--- src/rtl/pipe_ctrl_pkg.sv ---
// pipe_ctrl_pkg: shared state encoding and pipeline-register bit positions for pipeline_ctrl.
package pipe_ctrl_pkg;
  typedef enum logic [1:0] {INIT, RUN, PEND} state_t;
  localparam int IDX_IF_ID  = 0;
  localparam int IDX_ID_EX  = 1;
  localparam int IDX_EX_MEM = 2;
  localparam int IDX_MEM_WB = 3;
  localparam logic [3:0] M_IF_ID  = 4'b1 << IDX_IF_ID;
  localparam logic [3:0] M_ID_EX  = 4'b1 << IDX_ID_EX;
  localparam logic [3:0] M_EX_MEM = 4'b1 << IDX_EX_MEM;
  localparam logic [3:0] M_MEM_WB = 4'b1 << IDX_MEM_WB;
endpackage

--- src/rtl/hazard_detect.sv ---
// hazard_detect: combinational load-use comparator; register 0 is never a hazard.
module hazard_detect #(
  parameter int REG_ADDR_W = 5
) (
  input  logic [REG_ADDR_W-1:0] rs1_i,
  input  logic [REG_ADDR_W-1:0] rs2_i,
  input  logic                  use_rs1_i,
  input  logic                  use_rs2_i,
  input  logic [REG_ADDR_W-1:0] ex_rd_i,
  input  logic                  ex_is_load_i,
  output logic                  load_use_o
);
  assign load_use_o = ex_is_load_i && (ex_rd_i != '0) &&
                      ((use_rs1_i && rs1_i == ex_rd_i) || (use_rs2_i && rs2_i == ex_rd_i));
endmodule

--- src/rtl/pipeline_ctrl.sv ---
// pipeline_ctrl: 5-stage pipeline sequencer (stall/flush/redirect priority, redirect held across dmem stalls).
// Optional perf counters enabled by defining PIPE_PERF_CNT_EN.
module pipeline_ctrl
  import pipe_ctrl_pkg::*;
#(
  parameter int XLEN       = 64,
  parameter int REG_ADDR_W = 5,
  parameter int CNT_W      = 32
) (
  input  logic                  clk_i,
  input  logic                  rstn_i,
  input  logic [REG_ADDR_W-1:0] id_rs1_i,
  input  logic [REG_ADDR_W-1:0] id_rs2_i,
  input  logic                  id_use_rs1_i,
  input  logic                  id_use_rs2_i,
  input  logic [REG_ADDR_W-1:0] ex_rd_i,
  input  logic                  ex_is_load_i,
  input  logic                  ex_redirect_i,
  input  logic [XLEN-1:0]       ex_target_i,
  input  logic                  muldiv_busy_i,
  input  logic                  dmem_stall_i,
  output logic [3:0]            load_o,
  output logic [3:0]            flush_o,
  output logic                  pc_load_o,
  output logic                  pc_sel_o,
  output logic [XLEN-1:0]       pc_target_o,
  output logic [CNT_W-1:0]      stall_cycles_o,
  output logic [CNT_W-1:0]      redirects_o
);
  state_t state, nxt;
  logic [XLEN-1:0] pend_tgt;
  logic load_use, latch;
  hazard_detect #(.REG_ADDR_W(REG_ADDR_W)) u_hazard (
    .rs1_i(id_rs1_i),
    .rs2_i(id_rs2_i),
    .use_rs1_i(id_use_rs1_i),
    .use_rs2_i(id_use_rs2_i),
    .ex_rd_i(ex_rd_i),
    .ex_is_load_i(ex_is_load_i),
    .load_use_o(load_use)
  );
  always_ff @(posedge clk_i or negedge rstn_i) begin
    if (!rstn_i) begin
      state    <= INIT;
      pend_tgt <= '0;
    end else begin
      state <= nxt;
      if (latch) pend_tgt <= ex_target_i;
    end
  end
  // PEND replays the latched redirect as soon as memory releases, ignoring newer EX events
  always_comb begin
    nxt         = state;
    latch       = 1'b0;
    load_o      = '0;
    flush_o     = '0;
    pc_load_o   = 1'b0;
    pc_sel_o    = 1'b0;
    pc_target_o = '0;
    case (state)
      INIT: begin
        flush_o = M_IF_ID | M_ID_EX | M_EX_MEM | M_MEM_WB;
        nxt     = RUN;
      end
      RUN: begin
        pc_target_o = ex_target_i;
        if (dmem_stall_i) begin
          flush_o = M_MEM_WB;
          latch   = ex_redirect_i;
          nxt     = ex_redirect_i ? PEND : RUN;
        end else if (ex_redirect_i) begin
          load_o    = M_MEM_WB | M_EX_MEM;
          flush_o   = M_ID_EX | M_IF_ID;
          pc_load_o = 1'b1;
          pc_sel_o  = 1'b1;
        end else if (muldiv_busy_i) begin
          load_o  = M_MEM_WB;
          flush_o = M_EX_MEM;
        end else if (load_use) begin
          load_o  = M_MEM_WB | M_EX_MEM;
          flush_o = M_ID_EX;
        end else begin
          load_o    = M_MEM_WB | M_EX_MEM | M_ID_EX | M_IF_ID;
          pc_load_o = 1'b1;
        end
      end
      PEND: begin
        pc_target_o = pend_tgt;
        if (dmem_stall_i) begin
          flush_o = M_MEM_WB;
        end else begin
          load_o    = M_MEM_WB | M_EX_MEM;
          flush_o   = M_ID_EX | M_IF_ID;
          pc_load_o = 1'b1;
          pc_sel_o  = 1'b1;
          nxt       = RUN;
        end
      end
      default: nxt = INIT;
    endcase
  end
`ifdef PIPE_PERF_CNT_EN
  logic [CNT_W-1:0] stall_cnt, redir_cnt;
  always_ff @(posedge clk_i or negedge rstn_i) begin
    if (!rstn_i) begin
      stall_cnt <= '0;
      redir_cnt <= '0;
    end else begin
      if (state != INIT && !pc_load_o) stall_cnt <= stall_cnt + CNT_W'(1);
      if (pc_sel_o) redir_cnt <= redir_cnt + CNT_W'(1);
    end
  end
  assign stall_cycles_o = stall_cnt;
  assign redirects_o    = redir_cnt;
`else
  assign stall_cycles_o = '0;
  assign redirects_o    = '0;
`endif
endmodule

--- config.mk ---
export PLATFORM = sky130hd
export DESIGN_NAME = pipeline_ctrl
export DESIGN_NICKNAME = d
export VERILOG_FILES = /design/src/rtl/pipe_ctrl_pkg.sv /design/src/rtl/hazard_detect.sv /design/src/rtl/pipeline_ctrl.sv
export SDC_FILE = /design/constraint.sdc
export NUM_CORES = 1
export LEC_CHECK = 0
export ABC_AREA = 1
export BUFFER_PORTS_ARGS = -buffer_cell sky130_fd_sc_hd__buf_2
export CAP_MARGIN = 20
export CORE_ASPECT_RATIO = 0.6
export CORE_UTILIZATION = 48
export CTS_BUF_LIST = sky130_fd_sc_hd__clkbuf_8
export DETAILED_ROUTE_END_ITERATION = 7
export PLACE_DENSITY = 0.82
export SLEW_MARGIN = 30
export SYNTH_ARGS = -nofsm -noshare
export SYNTH_HDL_FRONTEND = slang
export SYNTH_SLANG_ARGS = --single-unit
--- constraint.sdc ---
create_clock -name clk_i -period 2.09 [get_ports clk_i]
set_input_delay 0.5225 -clock clk_i [delete_from_list [all_inputs] [get_ports clk_i]]
set_output_delay 0.5225 -clock clk_i [all_outputs]
set_load 0.005 [all_outputs]
Word level (Yosys, flattened, before mapping). Index checks and enable logic that the tools add are counted.

Flip-flop bits (word level): 66. Input port bits: 87. Output and inout port bits: 138. Logic and storage cells: 44.

Equality and inequality tests: 6. Multiplexer cells: 28. Reductions and logical operators: 8.

Operators by type and width (number): $pmux W64 S2 (1); $mux W4 (4); $mux W3 (4); $pmux W4 S3 (1); $eq A5 B5 Y1 (2); $mux W2 (5); $mux W1 (9); $pmux W4 S2 (1); $pmux W2 S3 (1); $reduce_bool A5 Y1 (1); $logic_and A1 B1 Y1 (4); $ne A2 B2 Y1 const B (2); $pmux W1 S2 (2); $eq A2 B1 Y1 const B (1); $eq A2 B2 Y1 const B (1); $logic_not A2 Y1 (1); $reduce_and A2 Y1 (1); $logic_or A1 B1 Y1 (1).

Logic depth before layout (Yosys ltp).
Depth in word-level cells: 9. Gate-level depth with buffers: 10.

Cells and area by module. A second synthesis with hierarchy kept.

Cells, all modules: 660. Area total of the unflattened synthesis: 4697.0 µm².

Modules (own cells, without submodules): pipeline_ctrl (times used 1, cells an instance 606, area each 4480.5 µm², seq. area each 1651.6 µm²); hazard_detect (times used 1, cells an instance 54, area each 216.5 µm², seq. area each 0.0 µm²).

Worst setup path before layout. OpenSTA, ideal clock, no wires.

Kind: register to output. Start point: register state[0]. End point: output port pc_target_o[22]. Arrival: 1.466 ns. Data required time: 1.567 ns. Path slack: 0.101 ns. Stages on the path, launching flop included: 7. Path buffers: 2. Cell sequence: dfrtp_1 inv_1 ha_1 inv_2 clkbuf_1 clkbuf_1 a21oi_1.

Word-level cells in the longest chain between the ends: 2. Elaborated cells between the ends (all ways): 3.

Ends and longest elaborated chain: start, declared (line pipeline_ctrl.sv:30) `state_t state, nxt;`; start signal, assigned (line pipeline_ctrl.sv:47) `state <= nxt;`; $eq A2 B2 Y1 / $eq A2 B1 Y1 (equally long branches) (line pipeline_ctrl.sv:60) `case (state)`; $pmux W64 S2 * (line pipeline_ctrl.sv:60); end, declared (line pipeline_ctrl.sv:26) `output logic [XLEN-1:0] pc_target_o,`.

Every way passes the cells marked *; elsewhere a longest branch is shown, timed or not.

Final worst setup path.
Start point: register state[0]. End point: output port pc_target_o[56].

Same word-level chain as after synthesis.

==> impl_metrics.tcl <==
set metrics [dict create \
    outcome "complete, but fails checks" \
    failed_checks "negative setup slack" \
    layout-drive-gt1-share 0.530 \
    die_w_um 127 \
    routed-via-count 4186 \
    drv_slew 0 \
    arrival_ps 1770 \
    via_per_inst 5.10 \
    fin_total_pwr_mw 8.51 \
    max_freq_mhz 436 \
    path_max_fanout 8 \
    cts_tree "done" \
    syn_area_um2 4470 \
    fin_nets 795 \
    fp.dieH_um 76.7 \
    clock_latency_ps 340 \
    port-buffer-count 160 \
    root_buffer "clkbuf_8" \
    initial_utilization 0.511 \
    grt_max_degree 67 \
    antenna_found_initial 1 \
    core_um2 8750 \
    wl_per_cell_um 16.6 \
    hold_class "input port to asynchronous set/reset pin" \
    cts_max_level 3 \
    final_common_cell "buf_2" \
    drtIter0Drc 163 \
    rows 26 \
    startpoint_type "flip-flop" \
    syn_to_final_growth_pct 39.2 \
    grt_pass1_vias 3744 \
    grt_use_total 0.241 \
    finalHoldViolations 0 \
    final_cells 820 \
    ant_nets 0 \
    yosysSeqAreaShare 0.370 \
    min_period_over_period 1.10 \
    hold_buffers 0 \
    synth-main-ff-cell "dfrtp_1" \
    cap_violations 0 \
    place_congestion 0.978 \
    synth_edf_count 0 \
    diodes 0 \
    dp_slack_ps -0.118 \
    dieArea_um2 9710 \
    route.detailed.drc 0 \
    layout_common_cells "160 x buf_2, 128 x nand2_1, 66 x dfrtp_1, 64 x conb_1, 49 x mux2_4" \
    synthArstFlopShare 1.00 \
    critPathRequiredTime_ps 1570 \
    fillCellCount 633 \
    layout_setup_ws_ps -201 \
    vdd_drop_max_uv 726 \
    dp_cells 773 \
    first_pass_iters 5 \
    routed_wl_mm 13.6 \
    avgSynthCellArea_um2 8.58 \
    finalSetupViolCount 74 \
    leakagePower_nw 3.36 \
    finish.utilization 0.711 \
    synth-seq-cells 66 \
    fin_skew_ps 8.07 \
    yosys.cell_types.count 22 \
    crit_path_end_kind "primary output" \
    period_needed_ps 2290 \
    overflow 0 \
    pwr_density_cell_nw_per_um2 1370 \
    synthCells 521 \
    cts_sinks 66 \
    ys.warnings.count 0 \
    cts_inserted_buffers 9 \
    hpwl_mm 7.90 \
    crit_type "flip-flop to primary output" \
    rsz0062_at_grt "yes" \
    grt_pass1_wl_mm 18.4 \
    clk_pin_slew_ps 70 \
    io_pins 225 \
    clock_path_buffers 2 \
]
-- worst paths after layout --
| kind | cells past startpoint | startpoint | slack, ps | to |
|---|---|---|---|---|
| max | 7 | state[0] | -200 | pc_target_o[56] |
| min | 2 | rstn_i | 180 | pend_tgt[46] |
| min in group clk_i | 2 | ex_target_i[19] | 420 | pend_tgt[19] |
| max reg2reg | 9 | state[0] | 140 | pend_tgt[28] |
| min reg2reg | 1 | pend_tgt[35] | 510 | pend_tgt[35] |
| max in group asynchronous | 2 | rstn_i | 1600 | pend_tgt[24] |
-- cell families after synthesis --
family                     count (synthesis)  synth area share
AOI/OAI and AO/OA                         74            0.0840
adders and majority gates                  5            0.0140
and+or+nand+nor                          190             0.162
DFF                                       66             0.370
muxes                                     64             0.202
other                                      1          0.000839
buffers and inverters                    121             0.167
-- layer usage --
layer	vias up	share of wire	GRT usage	wire length, µm
li1	1909	-	-	-
met1	2036	0.41	0.313	5620
met2	220	0.49	0.391	6630
met3	21	0.083	0.0747	1120
met4	0	0.015	0.0578	197
met5	-	0	0	0
-- power breakdown --
part           leakage [nW]  switching [mW]  internal (mW)
Clock                0.0996           0.480          0.444
Combinational          2.48            2.47           2.71
Sequential            0.784           0.478           1.93
-- critical path, stage by stage, from the launching register on --
cell and delay [ps]:
dfrtp_1 420, inv_2 130, ha_4 240, buf_12 140
clkbuf_16 160, nand2_4 50, a21oi_2 150, buf_2 130
-- state kept, by name, indices dropped and copies added (netlist names) --
signal / flops
state: 2
pend_tgt: 64
-- metrics by stage --
| stage | hold WS, ps | instance area (µm²) | TNS [ps] |
|---|---|---|---|
| after floorplan | 227 | 4710 | 0 |
| after global placement | 487 | 5180 | 0 |
| after detailed placement | 493 | 5180 | -0.118 |
| after CTS | 197 | 5630 | -6370 |
| after global routing | 196 | 6220 | -15300 |
| final | 181 | 6220 | -9610 |
-- cell usage after synthesis, types with 3 or more instances --
master    instances  area share
nor2_1           19       0.016
clkbuf_1         11      0.0092
buf_6             6       0.015
ha_1              5       0.014
buf_2             3      0.0034
o21ai_0           4      0.0045
mux2_4           49        0.16
buf_4            65        0.11
a21oi_1          67       0.075
dfrtp_1          66        0.37
inv_1            26       0.022
nand2_1         165        0.14
buf_1             8      0.0067
mux2_2           15       0.038
-- cell type report --
cell class,count,area [µm²],share of cell area
multi-input cells,397,2700,0.434
flip-flops and latches,66,1650,0.265
repair buffers,201,1450,0.233
well taps,112,140,0.0225
clock buffers,10,138,0.0221
inverters,28,115,0.0185
clock inverters,6,26.3,0.00422
-- what timing repair did --
action	4_1_cts	5_1_grt
gates cloned	2	11
buffers inserted	9	10
pin swaps	16	23
setup endpoints to repair	74	74
gates resized for setup	35	91
Power figures use the tool's default switching activity.
